$ cat src/rtl/cpu_loader_pkg.sv
// cpu_loader_pkg: shared constants for the program loader.
// Opcodes, FSM state encoding and address stride defaults.
package cpu_loader_pkg;

   localparam logic [3:0] OP_LOAD_IMEM = 4'd1;
   localparam logic [3:0] OP_LOAD_DMEM = 4'd2;
   localparam logic [3:0] OP_RUN       = 4'd3;
   localparam logic [3:0] OP_HALT      = 4'd4;

   localparam int IMEM_STRIDE_DEF = 4;
   localparam int DMEM_STRIDE_DEF = 8;

   typedef enum logic [1:0] {
      ST_IDLE    = 2'd0,
      ST_ADDR    = 2'd1,
      ST_DATA_LO = 2'd2,
      ST_DATA_HI = 2'd3
   } state_e;

endpackage

$ cat src/rtl/cpu_program_loader.sv
// cpu_program_loader: stream-driven boot sequencer.
// Writes imem/dmem from a header/address/data stream, then runs the cpu.
module cpu_program_loader
   import cpu_loader_pkg::*;
#(
   parameter int ADDR_W      = 64,
   parameter int CNT_W       = 16,
   parameter int IMEM_STRIDE = IMEM_STRIDE_DEF,
   parameter int DMEM_STRIDE = DMEM_STRIDE_DEF
) (
   input  logic              clk,
   input  logic              arst_n,
   input  logic              s_valid,
   output logic              s_ready,
   input  logic [31:0]       s_data,
   output logic [ADDR_W-1:0] addr_ext,
   output logic              wen_ext,
   output logic              ren_ext,
   output logic [31:0]       wdata_ext,
   output logic [ADDR_W-1:0] addr_ext_2,
   output logic              wen_ext_2,
   output logic              ren_ext_2,
   output logic [63:0]       wdata_ext_2,
   output logic              cpu_enable,
   output logic              busy,
   output logic              error
);

   state_e              state_q;
   logic                dmem_q;
   logic [CNT_W-1:0]    cnt_q;
   logic [ADDR_W-1:0]   addr_q;
   logic [31:0]         lo_q;
   logic                ready_q;
   logic                en_q;
   logic                err_q;
   logic                wen_q;
   logic [ADDR_W-1:0]   waddr_q;
   logic [31:0]         wdata_q;
   logic                wen2_q;
   logic [ADDR_W-1:0]   waddr2_q;
   logic [63:0]         wdata2_q;

   logic [3:0]          op_d;
   logic                beat_d;
   logic                is_load_d;
   logic                is_run_d;
   logic                is_halt_d;
   logic                last_d;
   logic [CNT_W-1:0]    cnt_dec_d;
   logic [ADDR_W-1:0]   addr_imem_d;
   logic [ADDR_W-1:0]   addr_dmem_d;

   // Header decode and counter/address next values
   always_comb begin
      op_d        = s_data[31:28];
      beat_d      = s_valid & ready_q;
      is_load_d   = (op_d == OP_LOAD_IMEM) |
                    (op_d == OP_LOAD_DMEM);
      is_run_d    = (op_d == OP_RUN);
      is_halt_d   = (op_d == OP_HALT);
      last_d      = (cnt_q == CNT_W'(1));
      cnt_dec_d   = cnt_q - CNT_W'(1);
      addr_imem_d = addr_q + ADDR_W'(IMEM_STRIDE);
      addr_dmem_d = addr_q + ADDR_W'(DMEM_STRIDE);
   end

   // Loader FSM with registered memory-port and status outputs
   always_ff @(posedge clk or negedge arst_n) begin
      if (!arst_n) begin
         state_q  <= ST_IDLE;
         dmem_q   <= 1'b0;
         cnt_q    <= '0;
         addr_q   <= '0;
         lo_q     <= '0;
         ready_q  <= 1'b0;
         en_q     <= 1'b0;
         err_q    <= 1'b0;
         wen_q    <= 1'b0;
         waddr_q  <= '0;
         wdata_q  <= '0;
         wen2_q   <= 1'b0;
         waddr2_q <= '0;
         wdata2_q <= '0;
      end else begin
         ready_q <= 1'b1;
         wen_q   <= 1'b0;
         wen2_q  <= 1'b0;
         if (beat_d) begin
            unique case (state_q)
               ST_IDLE: begin
                  unique case (1'b1)
                     is_load_d: begin
                        if (en_q) begin
                           err_q <= 1'b1;
                        end else begin
                           dmem_q  <= (op_d == OP_LOAD_DMEM);
                           cnt_q   <= s_data[CNT_W-1:0];
                           state_q <= ST_ADDR;
                        end
                     end
                     is_run_d:  en_q  <= 1'b1;
                     is_halt_d: en_q  <= 1'b0;
                     default:   err_q <= 1'b1;
                  endcase
               end
               ST_ADDR: begin
                  addr_q  <= ADDR_W'(s_data);
                  state_q <= (cnt_q == '0) ? ST_IDLE
                                           : ST_DATA_LO;
               end
               ST_DATA_LO: begin
                  if (dmem_q) begin
                     lo_q    <= s_data;
                     state_q <= ST_DATA_HI;
                  end else begin
                     wen_q   <= 1'b1;
                     waddr_q <= addr_q;
                     wdata_q <= s_data;
                     addr_q  <= addr_imem_d;
                     cnt_q   <= cnt_dec_d;
                     if (last_d) state_q <= ST_IDLE;
                  end
               end
               ST_DATA_HI: begin
                  wen2_q   <= 1'b1;
                  waddr2_q <= addr_q;
                  wdata2_q <= {s_data, lo_q};
                  addr_q   <= addr_dmem_d;
                  cnt_q    <= cnt_dec_d;
                  state_q  <= last_d ? ST_IDLE
                                     : ST_DATA_LO;
               end
               default: state_q <= ST_IDLE;
            endcase
         end
      end
   end

   assign s_ready     = ready_q;
   assign addr_ext    = waddr_q;
   assign wen_ext     = wen_q;
   assign ren_ext     = 1'b0;
   assign wdata_ext   = wdata_q;
   assign addr_ext_2  = waddr2_q;
   assign wen_ext_2   = wen2_q;
   assign ren_ext_2   = 1'b0;
   assign wdata_ext_2 = wdata2_q;
   assign cpu_enable  = en_q;
   assign busy        = (state_q != ST_IDLE);
   assign error       = err_q;

endmodule

$ cat config.mk
export PLATFORM = sky130hd
export DESIGN_NAME = cpu_program_loader
export DESIGN_NICKNAME = d
export VERILOG_FILES = /design/src/rtl/cpu_loader_pkg.sv /design/src/rtl/cpu_program_loader.sv
export SDC_FILE = /design/constraint.sdc
export NUM_CORES = 1
export LEC_CHECK = 0
export ABC_AREA = 1
export CORE_MARGIN = 5
export CORE_UTILIZATION = 35
export DETAILED_ROUTE_END_ITERATION = 8
export PLACE_DENSITY_LB_ADDON = 0.2
export SYNTH_ARGS = -nofsm -noshare
export SYNTH_HDL_FRONTEND = slang
export SYNTH_SLANG_ARGS = --single-unit
$ cat constraint.sdc
create_clock -name clk -period 2.1 [get_ports clk]
set_input_delay 0.21 -clock clk [delete_from_list [all_inputs] [get_ports clk]]
set_output_delay 0.21 -clock clk [all_outputs]
set_load 0.02 [all_outputs]
==> results.txt <==
----------------------------------------------------
[Status]
  Outcome ... finished clean

[CTS]
  Clock slew at reported path FFs ... ~60 ps
  Number of buffers added by the clock tree synthesis step ... 41
  Buffer levels on the longest clock path ... 3
  H-tree depth ... 2
  Clock Tree Root ... sky130_fd_sc_hd__clkbuf_16
  Source-to-sink clock delay at the later pin of the worst-skew pair ... 580 ps
  Sink Count ... 344
  TritonCTS clock tree ... done

[Synthesis]
  Largest cells by area after synthesis ... sky130_fd_sc_hd__dfrtp_1 53%, sky130_fd_sc_hd__nand2_1 13%, sky130_fd_sc_hd__mux2_2 4.6%, sky130_fd_sc_hd__nor2_1 4.5%, sky130_fd_sc_hd__o21ai_0 4.4%
  Post-synth top area share ... between 50% and 60%
  Flip-flop and latch count after synthesis ... about 340
  Netlist Area Pre-Place ... about 16,000 um^2
  Post-Syn Area per Cell ... 8.55 um^2
  Warnings, synthesis ... 0
  Count of different cell masters after synthesis ... 47
  Sequential fraction of the synthesis area ... around 53%
  Gate Count Post-Synth ... 1,907
  Post-synthesis cell type with the largest combined area ... sky130_fd_sc_hd__dfrtp_1

[Place]
  Detailed placer's ending HPWL ... 44.9 mm
  Quantity of I/O buffers inserted on ports ... around 260
  Global placer's final weighted congestion ... 0.967
  Number of instances in the placed design ... roughly 2,800

[Worst setup path]
  WP data required ... 2540 ps
  Setup crit end kind ... register
  Arrival time at the worst endpoint ... 2500 ps
  Kind of start point of the critical path ... register
  Worst Setup Path Type ... register to register
  Top fanout value on the critical path ... 4

[Timing]
  Unrepaired setup endpoints after global routing ... true
  Final-report max-slew violation count ... 0
  Min Tclk post-route ... 2060 ps
  Final setup TNS ... 0 ps
  Fmax ... between 0.4 and 0.5 GHz
  Post-route fraction of the period consumed by the critical path ... approximately 98%
  Transition at the pin with the smallest max-transition slack ... 549 ps
  Slew Limit Headroom ... between 60% and 70%
  Final setup skew ... 28.4 ps
  Final hold violation count ... 0
  Endpoints failing setup ... 0

[Route]
  First-pass iteration count of the detailed router ... 5
  Detail-routed net length per standard cell ... 20.3 um
  Final ANT Viol Nets ... 0
  Vias/cell ... approximately 5
  Drt first-iter violations ... 1,035
  Vias after detailed routing ... approximately 15,000
  Detailed Route WL ... roughly 59 mm
  DRC errors left ... 0

[Cells and area]
  Commonest non-fill, non-tap cell in the layout ... sky130_fd_sc_hd__nand2_1
  Layout net count ... 2,309
  Commonest cells after routing, fill and taps aside ... 547 x sky130_fd_sc_hd__nand2_1, 338 x sky130_fd_sc_hd__dfrtp_1, 262 x sky130_fd_sc_hd__clkdlybuf4s50_1
  Sequential cell area in the final layout ... 8620 um^2
  Share of cells above drive strength 1 ... approximately 15%
  Area taken by multi-input logic gates ... ~6900 um^2
  Fill cell instance count of the final layout ... about 4,500
  Final core utilization ... 47.6%
  Area Growth Syn to Fin ... 35.2%
  Post-Layout Cell Count ... 2,899

[Power and ir drop]
  Maximum VDD drop ... 0.939 mV
  Power density of the placed cells ... around 1300 nW/um^2
  Static leakage ... 0.00977 uW
  Total power after layout ... 29,700 uW

[Hold path]
  Hold Crit Class ... input port to asynchronous set/reset pin

[Floorplanning]
  Num rows ... between 70 and 80
  Width of the chip ... 226 um
  Initial Utilization ... 35.2%
  Core area ... 46,400 um^2
  Ports placed on the boundary ... between 200 and 300
  Overall die height ... 226 um
  Die ar. ... 51,000 um^2

[Global routing]
  Via count of the first global-routing pass ... 14,700
  Maximum number of pins on one net before global-route repair ... 93
  Initial antenna violation count ... 1
  Global routing usage summed across all routing layers ... 22.7%
  Global route overflow ... 0
  Global-route wire length before repair ... 89.1 mm

[Flow run]
  Count of max-cap constraint violations ... 0

----------------------------------------------------
## sequential cells by signal, indices dropped and copies added, names as in the netlist
name / flops
wdata_ext: 32
cnt_q: 16
cpu_enable: 1
dmem_q: 1
wen_ext: 1
addr_ext_2: 64
state_q: 2
error: 1
s_ready: 1
addr_q: 64
lo_q: 32
addr_ext: 64
wen_ext_2: 1
wdata_ext_2: 64
## layer usage
| layer | vias to the layer above | wire (um) | track usage (%) |
|---|---|---|---|
| li1 | 6937 | - | - |
| met1 | 7145 | 24600 | 29.2 |
| met2 | 390 | 29300 | 39.2 |
| met3 | 110 | 2770 | 3.37 |
| met4 | 0 | 2070 | 7.75 |
| met5 | - | 0 | 0 |
## Yosys cell counts (all sizes together)
master	number
a31oi	3
o21a	72
o211ai	8
nor3	11
a41o	1
o22ai	4
conb	2
a2bb2oi	1
clkinv	1
ha	10
buf	57
inv	150
nand3	79
nor3b	1
dfrtp	344
nor2	223
clkbuf	21
or2	1
a22oi	5
a21o	3
a221oi	3
a211oi	1
nand4	18
nand2	572
o31ai	4
xor2	3
o221ai	9
a21oi	51
o22a	1
a31o	1
o21ai	172
a32oi	3
nor4	3
mux2	67
a22o	2
## worst paths after layout
check / depth (start not counted) / end / startpoint / slack (ps)
min: 2 / addr_ext_2[34] / arst_n / 210
max reg2reg: 9 / addr_q[63] / addr_q[19] / 40
min in group clk: 3 / lo_q[8] / s_data[8] / 280
max: 9 / addr_q[63] / addr_q[19] / 40
min reg2reg: 1 / error / error / 480
max in group asynchronous: 3 / addr_ext_2[3] / arst_n / 1070
## timing repair
action                     CTS  global route
setup endpoints to repair   11           135
setup buffers                1             5
pin swaps                    1             4
hold buffers                 1             0
gates cloned                 0             0
resized for setup            9            32
hold endpoints to repair    47             0
## cells by family after synthesis
family / share of synthesized area [%]
adder cells (fa/ha/maj): 0.767
flip-flops: 52.8
buffers and inverters: 5.75
XOR/XNOR: 0.161
AO/OA/AOI/OAI: 12.6
multiplexers: 4.63
other: 0.0460
AND/OR/NAND/NOR: 23.2
## per-stage QoR
step	hold slack, ps	worst slack (ps)	area, um^2
3_5_place_dp	210	-77.2	20500
2_1_floorplan	-85.6	244	16300
5_1_grt	240	-9.32	22000
4_1_cts	208	5.83	21900
6_report	206	44.2	22000
3_3_place_gp	205	-63.5	20500
## power by group
group	internal, uW	switching, uW	leakage (uW)
logic	5310	6600	0.00470
registers	9030	1710	0.00440
clock network	4170	2880	0.000662
## cell type report
| cell class | instances | share of cell area, % |
|---|---|---|
| antenna | 1 | 0.0114 |
| clock buffer | 56 | 5.32 |
| clock inverter | 14 | 0.789 |
| inverter | 151 | 2.59 |
| multi-input combinational | 1335 | 31.3 |
| sequential | 344 | 39.1 |
| tap | 607 | 3.45 |
| timing repair buffer | 391 | 17.5 |
## critical path: stages (launching register included)
cell and delay, ps:
sky130_fd_sc_hd__dfrtp_1 470, sky130_fd_sc_hd__nand2_1 140, sky130_fd_sc_hd__nor2_1 230, sky130_fd_sc_hd__nand2_1 200, sky130_fd_sc_hd__nor2_1 230, sky130_fd_sc_hd__nand2_1 140
sky130_fd_sc_hd__nor2_1 280, sky130_fd_sc_hd__nand3_1 120, sky130_fd_sc_hd__nand2_1 80, sky130_fd_sc_hd__nor2_1 40
Note: power is estimated with default switching activity, not from simulation.
